File: src/rtl/liteeth_sram_fifo_ctrl_if.sv
// Valid/ready word stream used for both the ingress and egress sides of the SRAM FIFO.
// The master drives valid/data and the slave drives ready.
interface liteeth_sram_fifo_ctrl_if #(
  parameter int DATA_W = 32
);
  logic              valid;
  logic              ready;
  logic [DATA_W-1:0] data;

  modport master (output valid, output data, input ready);
  modport slave  (input valid, input data, output ready);
endinterface

File: src/rtl/liteeth_sram_fifo_ctrl.sv
// Single-clock valid/ready FIFO built on a 1RW + 1R SRAM macro: port 0 writes, port 1 reads,
// and a 2-entry output buffer absorbs the registered read latency.
module liteeth_sram_fifo_ctrl #(
  parameter int DATA_W     = 32,
  parameter int DEPTH      = 384,
  parameter int ADDR_W     = 9,
  parameter bit INIT_CLEAR = 1'b1
) (
  input  logic                     clk,
  input  logic                     rstb,
  liteeth_sram_fifo_ctrl_if.slave  ingress,
  liteeth_sram_fifo_ctrl_if.master egress,
  input  logic                     flush,
  output logic                     busy,
  output logic [9:0]               level,
  output logic                     sram_csb0,
  output logic                     sram_web0,
  output logic [3:0]               sram_wmask0,
  output logic [ADDR_W-1:0]        sram_addr0,
  output logic [DATA_W-1:0]        sram_din0,
  output logic                     sram_csb1,
  output logic [ADDR_W-1:0]        sram_addr1,
  input  logic [DATA_W-1:0]        sram_dout1
);

  typedef enum logic {INIT, RUN} state_t;

  localparam logic [9:0]        DEPTH_CNT   = 10'(DEPTH);
  localparam logic [ADDR_W-1:0] LAST_ADDR   = ADDR_W'(DEPTH - 1);
  localparam state_t            RESET_STATE = INIT_CLEAR ? INIT : RUN;

  state_t            state, state_next;
  logic [ADDR_W-1:0] init_addr, wr_ptr, rd_ptr;
  logic [9:0]        mem_count;
  logic              inflight;
  logic [DATA_W-1:0] buf_mem [2];
  logic              buf_head, buf_tail;
  logic [1:0]        buf_cnt;
  logic              run, write, issue, capture, pop, drop;

  // Pointers wrap at DEPTH, which need not be a power of two.
  function automatic logic [ADDR_W-1:0] ptr_inc(input logic [ADDR_W-1:0] p);
    return (p == LAST_ADDR) ? '0 : p + 1'b1;
  endfunction

  always_ff @(posedge clk or negedge rstb) begin
    if (!rstb) state <= RESET_STATE;
    else       state <= state_next;
  end

  always_comb begin
    state_next = state;
    if (state == INIT && init_addr == LAST_ADDR) state_next = RUN;
  end

  // Reads are allowed only while the buffer plus the word in flight, net of this cycle's pop, has room.
  always_comb begin
    egress.valid  = buf_cnt != 2'd0;
    egress.data   = buf_mem[buf_head];
    run           = (state == RUN) && rstb;
    busy          = state == INIT;
    ingress.ready = run && mem_count != DEPTH_CNT && !flush;
    write         = ingress.valid && ingress.ready;
    pop           = egress.valid && egress.ready;
    issue         = run && !flush && mem_count != 10'd0 &&
                    (({1'b0, buf_cnt} + {2'b00, inflight}) < (3'd2 + {2'b00, pop}));
    drop          = flush && inflight;
    capture       = inflight && !drop;

    sram_wmask0 = 4'hF;
    sram_csb0   = 1'b1;
    sram_web0   = 1'b1;
    sram_addr0  = '0;
    sram_din0   = '0;
    if (state == INIT && rstb) begin
      sram_csb0  = 1'b0;
      sram_web0  = 1'b0;
      sram_addr0 = init_addr;
    end else if (write) begin
      sram_csb0  = 1'b0;
      sram_web0  = 1'b0;
      sram_addr0 = wr_ptr;
      sram_din0  = ingress.data;
    end

    sram_csb1  = !issue;
    sram_addr1 = issue ? rd_ptr : '0;
  end

  always_ff @(posedge clk or negedge rstb) begin
    if (!rstb) begin
      init_addr  <= '0;
      wr_ptr     <= '0;
      rd_ptr     <= '0;
      mem_count  <= '0;
      inflight   <= 1'b0;
      buf_mem[0] <= '0;
      buf_mem[1] <= '0;
      buf_head   <= 1'b0;
      buf_tail   <= 1'b0;
      buf_cnt    <= '0;
      level      <= '0;
    end else if (state == INIT) begin
      init_addr <= init_addr + 1'b1;
    end else if (flush) begin
      wr_ptr    <= '0;
      rd_ptr    <= '0;
      mem_count <= '0;
      inflight  <= 1'b0;
      buf_head  <= 1'b0;
      buf_tail  <= 1'b0;
      buf_cnt   <= '0;
      level     <= '0;
    end else begin
      if (write) wr_ptr <= ptr_inc(wr_ptr);
      if (issue) rd_ptr <= ptr_inc(rd_ptr);
      mem_count <= mem_count + 10'(write) - 10'(issue);
      inflight  <= issue;
      if (capture) begin
        buf_mem[buf_tail] <= sram_dout1;
        buf_tail          <= ~buf_tail;
      end
      if (pop) buf_head <= ~buf_head;
      buf_cnt <= buf_cnt + 2'(capture) - 2'(pop);
      level   <= level + 10'(write) - 10'(pop);
    end
  end

endmodule

File: src/flat_wrapper.sv
// flat-port wrapper written by rule: the top's interface ports become plain ports
module liteeth_sram_fifo_ctrl_flat 
#(
  parameter int DATA_W     = 32,
  parameter int DEPTH      = 384,
  parameter int ADDR_W     = 9,
  parameter bit INIT_CLEAR = 1'b1
)
  (clk, rstb, flush, busy, level, sram_csb0, sram_web0, sram_wmask0, sram_addr0, sram_din0, sram_csb1, sram_addr1, sram_dout1, ingress_valid, ingress_data, ingress_ready, egress_valid, egress_data, egress_ready);
  liteeth_sram_fifo_ctrl_if #(.DATA_W(DATA_W)) ingress_i ();
  liteeth_sram_fifo_ctrl_if #(.DATA_W(DATA_W)) egress_i ();
  input  logic clk;
  input  logic rstb;
  input  logic flush;
  output logic busy;
  output logic [9:0] level;
  output logic sram_csb0;
  output logic sram_web0;
  output logic [3:0] sram_wmask0;
  output logic [ADDR_W-1:0] sram_addr0;
  output logic [DATA_W-1:0] sram_din0;
  output logic sram_csb1;
  output logic [ADDR_W-1:0] sram_addr1;
  input  logic [DATA_W-1:0] sram_dout1;
  input wire logic [$bits(ingress_i.valid)-1:0] ingress_valid;
  input wire logic [$bits(ingress_i.data)-1:0] ingress_data;
  output wire logic [$bits(ingress_i.ready)-1:0] ingress_ready;
  output wire logic [$bits(egress_i.valid)-1:0] egress_valid;
  output wire logic [$bits(egress_i.data)-1:0] egress_data;
  input wire logic [$bits(egress_i.ready)-1:0] egress_ready;
  assign ingress_i.valid = ingress_valid;
  assign ingress_i.data = ingress_data;
  assign ingress_ready = ingress_i.ready;
  assign egress_valid = egress_i.valid;
  assign egress_data = egress_i.data;
  assign egress_i.ready = egress_ready;
  liteeth_sram_fifo_ctrl #(.DATA_W(DATA_W), .DEPTH(DEPTH), .ADDR_W(ADDR_W), .INIT_CLEAR(INIT_CLEAR)) u_core (.clk(clk), .rstb(rstb), .ingress(ingress_i), .egress(egress_i), .flush(flush), .busy(busy), .level(level), .sram_csb0(sram_csb0), .sram_web0(sram_web0), .sram_wmask0(sram_wmask0), .sram_addr0(sram_addr0), .sram_din0(sram_din0), .sram_csb1(sram_csb1), .sram_addr1(sram_addr1), .sram_dout1(sram_dout1));
endmodule
File: config.mk
export PLATFORM = sky130hd
export DESIGN_NAME = liteeth_sram_fifo_ctrl_flat
export DESIGN_NICKNAME = d
export VERILOG_FILES = /design/src/rtl/liteeth_sram_fifo_ctrl_if.sv /design/src/rtl/liteeth_sram_fifo_ctrl.sv /design/src/flat_wrapper.sv
export SDC_FILE = /design/constraint.sdc
export NUM_CORES = 1
export LEC_CHECK = 0
export CAP_MARGIN = 40
export CORE_AREA = 2 2 186 97
export CTS_BUF_LIST = sky130_fd_sc_hd__clkbuf_4 sky130_fd_sc_hd__clkbuf_8 sky130_fd_sc_hd__clkbuf_16
export CTS_CLUSTER_SIZE = 14
export DETAILED_ROUTE_END_ITERATION = 6
export DIE_AREA = 0 0 188 99
export PLACE_DENSITY_LB_ADDON = 0.12
export SKIP_CTS_REPAIR_TIMING = 1
export SYNTH_ARGS = -nofsm -noshare
export SYNTH_HDL_FRONTEND = slang
export SYNTH_SLANG_ARGS = --single-unit
export TNS_END_PERCENT = 50
File: constraint.sdc
create_clock -name clk -period 3.38 [get_ports clk]
set_input_delay 0.845 -clock clk [delete_from_list [all_inputs] [get_ports clk]]
set_output_delay 0.845 -clock clk [all_outputs]
set_load 0.1 [all_outputs]
==> impl_metrics.prom <==
# TYPE chip_impl_metric gauge
chip_impl_metric{name="starting_density_of_the_core",unit=""} 0.3916
chip_impl_metric{name="floorplan.die.height",unit="µm"} 99
chip_impl_metric{name="hold_viol_final",unit=""} 0
chip_impl_info{name="crit_path_end_kind",value="output pin"} 1
chip_impl_info{name="min-delay-start",value="u_core.buf_mem[41]"} 1
chip_impl_info{name="root_buffer",value="clkbuf_16"} 1
chip_impl_metric{name="timing.hold.worst_path_depth",unit=""} 1
chip_impl_metric{name="timing.critical_path.fanout_max",unit=""} 8
chip_impl_metric{name="p_per_area",unit="nW/µm²"} 324.7
chip_impl_metric{name="p_leak",unit="nW"} 4.915
chip_impl_info{name="hold_end",value="u_core.buf_mem[41]"} 1
chip_impl_metric{name="cp.arrival",unit="ns"} 2.42
chip_impl_metric{name="achievable-frequency",unit="MHz"} 306.2
chip_impl_info{name="synthFlopType",value="dfrtp_1"} 1
chip_impl_metric{name="floorplan.core_area",unit="µm²"} 16970
chip_impl_metric{name="yosys_warnings",unit=""} 0
chip_impl_metric{name="wire_length_of_the_first_global_routing_pass",unit="mm"} 30.60
chip_impl_metric{name="n_antenna_cell",unit=""} 0
chip_impl_metric{name="area_delta_synth_final",unit="%"} 55.88
chip_impl_metric{name="clock_latency",unit="ns"} 0.41
chip_impl_metric{name="die_width",unit="µm"} 188
chip_impl_metric{name="die_area",unit="µm²"} 18610
chip_impl_metric{name="detail_route.wl_per_cell",unit="µm"} 17.85
chip_impl_metric{name="stdcell_count",unit=""} 1070
chip_impl_metric{name="synthesis.instances",unit=""} 629
chip_impl_metric{name="post_synth_arst_share",unit=""} 1.000
chip_impl_metric{name="slew_violations",unit=""} 0
chip_impl_metric{name="ff2ff_setup_slack",unit="ns"} 0.26
chip_impl_metric{name="finalSetupTns",unit="ns"} 0
chip_impl_info{name="timing_worst_setup_path_type",value="reg2out"} 1
chip_impl_metric{name="maxSlewHeadroom",unit=""} 0.4375
chip_impl_metric{name="drt_wl_total",unit="mm"} 19.10
chip_impl_metric{name="grt_start_max_net_pins",unit=""} 64
chip_impl_metric{name="grt_pass1_vias",unit=""} 5648
chip_impl_info{name="clock_tree_from_tritoncts",value="yes"} 1
chip_impl_metric{name="synth_area_per_cell",unit="µm²"} 10.57
chip_impl_metric{name="cts-htree-levels",unit=""} 4
chip_impl_metric{name="placementRows",unit=""} 34
chip_impl_metric{name="initialDrtViolationCount",unit=""} 287
chip_impl_metric{name="worst_setup_hold_path_clk_slew",unit="ns"} 0.06
chip_impl_info{name="slowest_stage",value="a311o_2"} 1
chip_impl_metric{name="ys_ff_latch",unit=""} 117
chip_impl_info{name="timing.critical_path.cells",value="inv_1 -> ha_1 -> and4bb_4 -> a311o_2 -> inv_8 -> clkbuf_16 -> a22o_2 -> buf_12"} 1
chip_impl_metric{name="dp.cells",unit=""} 1031
chip_impl_metric{name="final.min_clock_period",unit="ns"} 3.265
chip_impl_metric{name="critical_path_buf_inv_count",unit=""} 4
chip_impl_metric{name="finish.net_count",unit=""} 927
chip_impl_metric{name="clock_sinks",unit=""} 117
chip_impl_metric{name="stdcell_area",unit="µm²"} 10360
chip_impl_metric{name="timing_worst_slew_pin_value",unit="ns"} 0.8329
chip_impl_metric{name="grtUsageTotal",unit=""} 0.2085
chip_impl_metric{name="drc_errors",unit=""} 0
chip_impl_metric{name="ir_worst_vdd",unit="µV"} 297.9
chip_impl_metric{name="max_cap_viol_count",unit=""} 0
chip_impl_info{name="reg2reg_to",value="u_core.mem_count[8]"} 1
chip_impl_metric{name="dr_total_vias",unit=""} 5485
chip_impl_metric{name="floorplan.io_pins",unit=""} 171
chip_impl_info{name="crit_family",value="compound AO/OA/AOI/OAI gates"} 1
chip_impl_metric{name="finalWeightedCongestion",unit=""} 0.8773
chip_impl_info{name="start_kind",value="flip-flop"} 1
chip_impl_metric{name="total_congestion_overflow",unit=""} 0
chip_impl_metric{name="r2r_cells",unit=""} 14
chip_impl_metric{name="layout_worst_path_cycle_share",unit=""} 0.9661
chip_impl_info{name="run_status",value="completed"} 1
chip_impl_info{name="layout.cells.most_common_list",value="dfrtp_1, mux2_2, buf_12"} 1
chip_impl_metric{name="grt_antenna_before_repair",unit=""} 0
chip_impl_metric{name="syn-cell-area",unit="µm²"} 6648
chip_impl_metric{name="drt-vias-per-instance",unit=""} 5.126
chip_impl_metric{name="synth_cell_types",unit=""} 53
chip_impl_metric{name="drt_first_pass_iters",unit=""} 4
chip_impl_metric{name="buffers_added_on_ports",unit=""} 166
chip_impl_metric{name="number_of_cts_inserted_buffers",unit=""} 17
chip_impl_metric{name="report.final.setup_viol",unit=""} 0
chip_impl_metric{name="count_of_flip_flops_with_a_built_in_enable_after_synthesis",unit=""} 0
chip_impl_info{name="grt_setup_unrepaired",value="false"} 1
chip_impl_metric{name="synth.yosys.seq_area_share",unit=""} 0.4404
chip_impl_metric{name="post_route_cells_drive_above_1_share",unit=""} 0.3744
chip_impl_metric{name="hpwl_after_detailed_placement",unit="mm"} 13.95
chip_impl_metric{name="post_dp_cell_area",unit="µm²"} 9598
chip_impl_metric{name="clock_path_buffers",unit=""} 2
chip_impl_info{name="min-delay-path-class",value="reg2reg"} 1
chip_impl_metric{name="critical-path-max-stage-delay",unit="ns"} 0.46
chip_impl_info{name="worstSetupStartpoint",value="u_core.mem_count[4]"} 1
chip_impl_info{name="layout.cells.most_common",value="dfrtp_1"} 1
chip_impl_metric{name="finalClockSkew",unit="ns"} 0.01817
chip_impl_metric{name="worst_ep_required_time",unit="ns"} 2.53
chip_impl_metric{name="ant_nets",unit=""} 0
chip_impl_info{name="r2r_start",value="u_core.mem_count[4]"} 1
worst max path at each step:
stage	slack [ns]	cells after the start	to
2_1_floorplan	-0.22	3	sram_addr0[1]
3_3_place_gp	-0.22	13	u_core.mem_count[8]
3_5_place_dp	-0.33	13	u_core.mem_count[8]
4_1_cts	-0.21	8	sram_din0[23]
5_1_grt	0.008	13	u_core.mem_count[8]
6_report	0.11	8	sram_addr0[6]
sequential cells by signal (all words and copies together), names as in the netlist:
signal,cells
u_core.buf_mem,64
u_core.buf_cnt,2
u_core.wr_ptr,9
u_core.inflight,1
u_core.level,10
u_core.buf_tail,1
u_core.mem_count,10
u_core.rd_ptr,9
u_core.state,1
u_core.init_addr,9
u_core.buf_head,1
synthesized netlist by cell type (all sizes together) (3+ instances only):
cell | n | area share
dfrtp | 117 | 0.44
mux2 | 98 | 0.17
inv | 43 | 0.024
nand2 | 40 | 0.023
and2 | 35 | 0.033
ha | 33 | 0.062
o21ai | 29 | 0.022
nor2 | 27 | 0.015
buf | 23 | 0.020
a21oi | 19 | 0.014
xnor2 | 14 | 0.018
and3 | 13 | 0.012
clkbuf | 11 | 0.0066
nand3 | 10 | 0.0075
o22ai | 10 | 0.0094
o31ai | 10 | 0.011
a31oi | 9 | 0.0085
nand4 | 9 | 0.0085
a22o | 8 | 0.011
xor2 | 8 | 0.011
nor3 | 7 | 0.0053
nand2b | 6 | 0.0056
o211ai | 6 | 0.0068
a211oi | 5 | 0.0056
a21o | 5 | 0.0056
nor2b | 4 | 0.0038
o2bb2ai | 3 | 0.0040
o41ai | 3 | 0.0040
or3 | 3 | 0.0028
logic make-up (layout without fill, tap and decap cells):
group,count (synthesis),in the layout,synth area share
buffers and inverters,77,281,0.05063
muxes,100,100,0.1690
DFF,117,117,0.4404
AOI/OAI and AO/OA,117,117,0.1161
adders and majority gates,35,35,0.06814
other,1,4,0.0005641
xor gates and xnor gates,22,22,0.02899
and+or+nand+nor,160,160,0.1261
worst register-to-register path: cells and delay by family, from the launching register on:
kind | cells | cell delay (ns)
compound gates | 5 | 0.87
xor+xnor | 1 | 0.18
fa+ha+maj | 3 | 0.81
buf+inv | 4 | 0.43
flops | 1 | 0.41
simple gates | 1 | 0.27
metal layers:
layer / wire length, µm / global-route usage / vias up
met5: 0 / 0 / -
met3: 1390 / 0.06232 / 6
li1: - / - / 2623
met1: 9029 / 0.2859 / 2681
met4: 87 / 0.04664 / 0
met2: 8590 / 0.3267 / 175
where the power goes:
group	internal (mW)	switching, mW	total (mW)	leakage, nW
clock	1.03	0.726	1.76	0.273
sequential	1.40	0.000717	1.40	1.52
combinational	0.0964	0.110	0.207	3.12
final cells by class:
cell class              count  area (µm²)
clock buffers              17       425.4
clock inverters            15       147.6
fillers                  1327        6611
inverters                  43       168.9
multi-input cells         438        3501
flip-flops and latches    117        2928
well taps                 234       292.8
repair buffers            205        2893
repair inverters            1       6.256
per-stage QoR:
| stage | setup slack [ns] | power (mW) | hold slack, ns | utilization |
|---|---|---|---|---|
| finish | 0.1146 | 3.365 | 0.4829 | 0.6105 |
| global route | 0.007760 | 3.495 | 0.5126 | 0.6105 |
| CTS | -0.2112 | 3.409 | 0.4882 | 0.5992 |
| detailed placement | -0.3313 | 1.634 | 0.4735 | 0.5655 |
| global placement | -0.2230 | 1.627 | 0.4640 | 0.5638 |
| floorplan | -0.2171 | 1.493 | 0.4541 | - |
No activity file was read; power rests on OpenSTA's default activity.
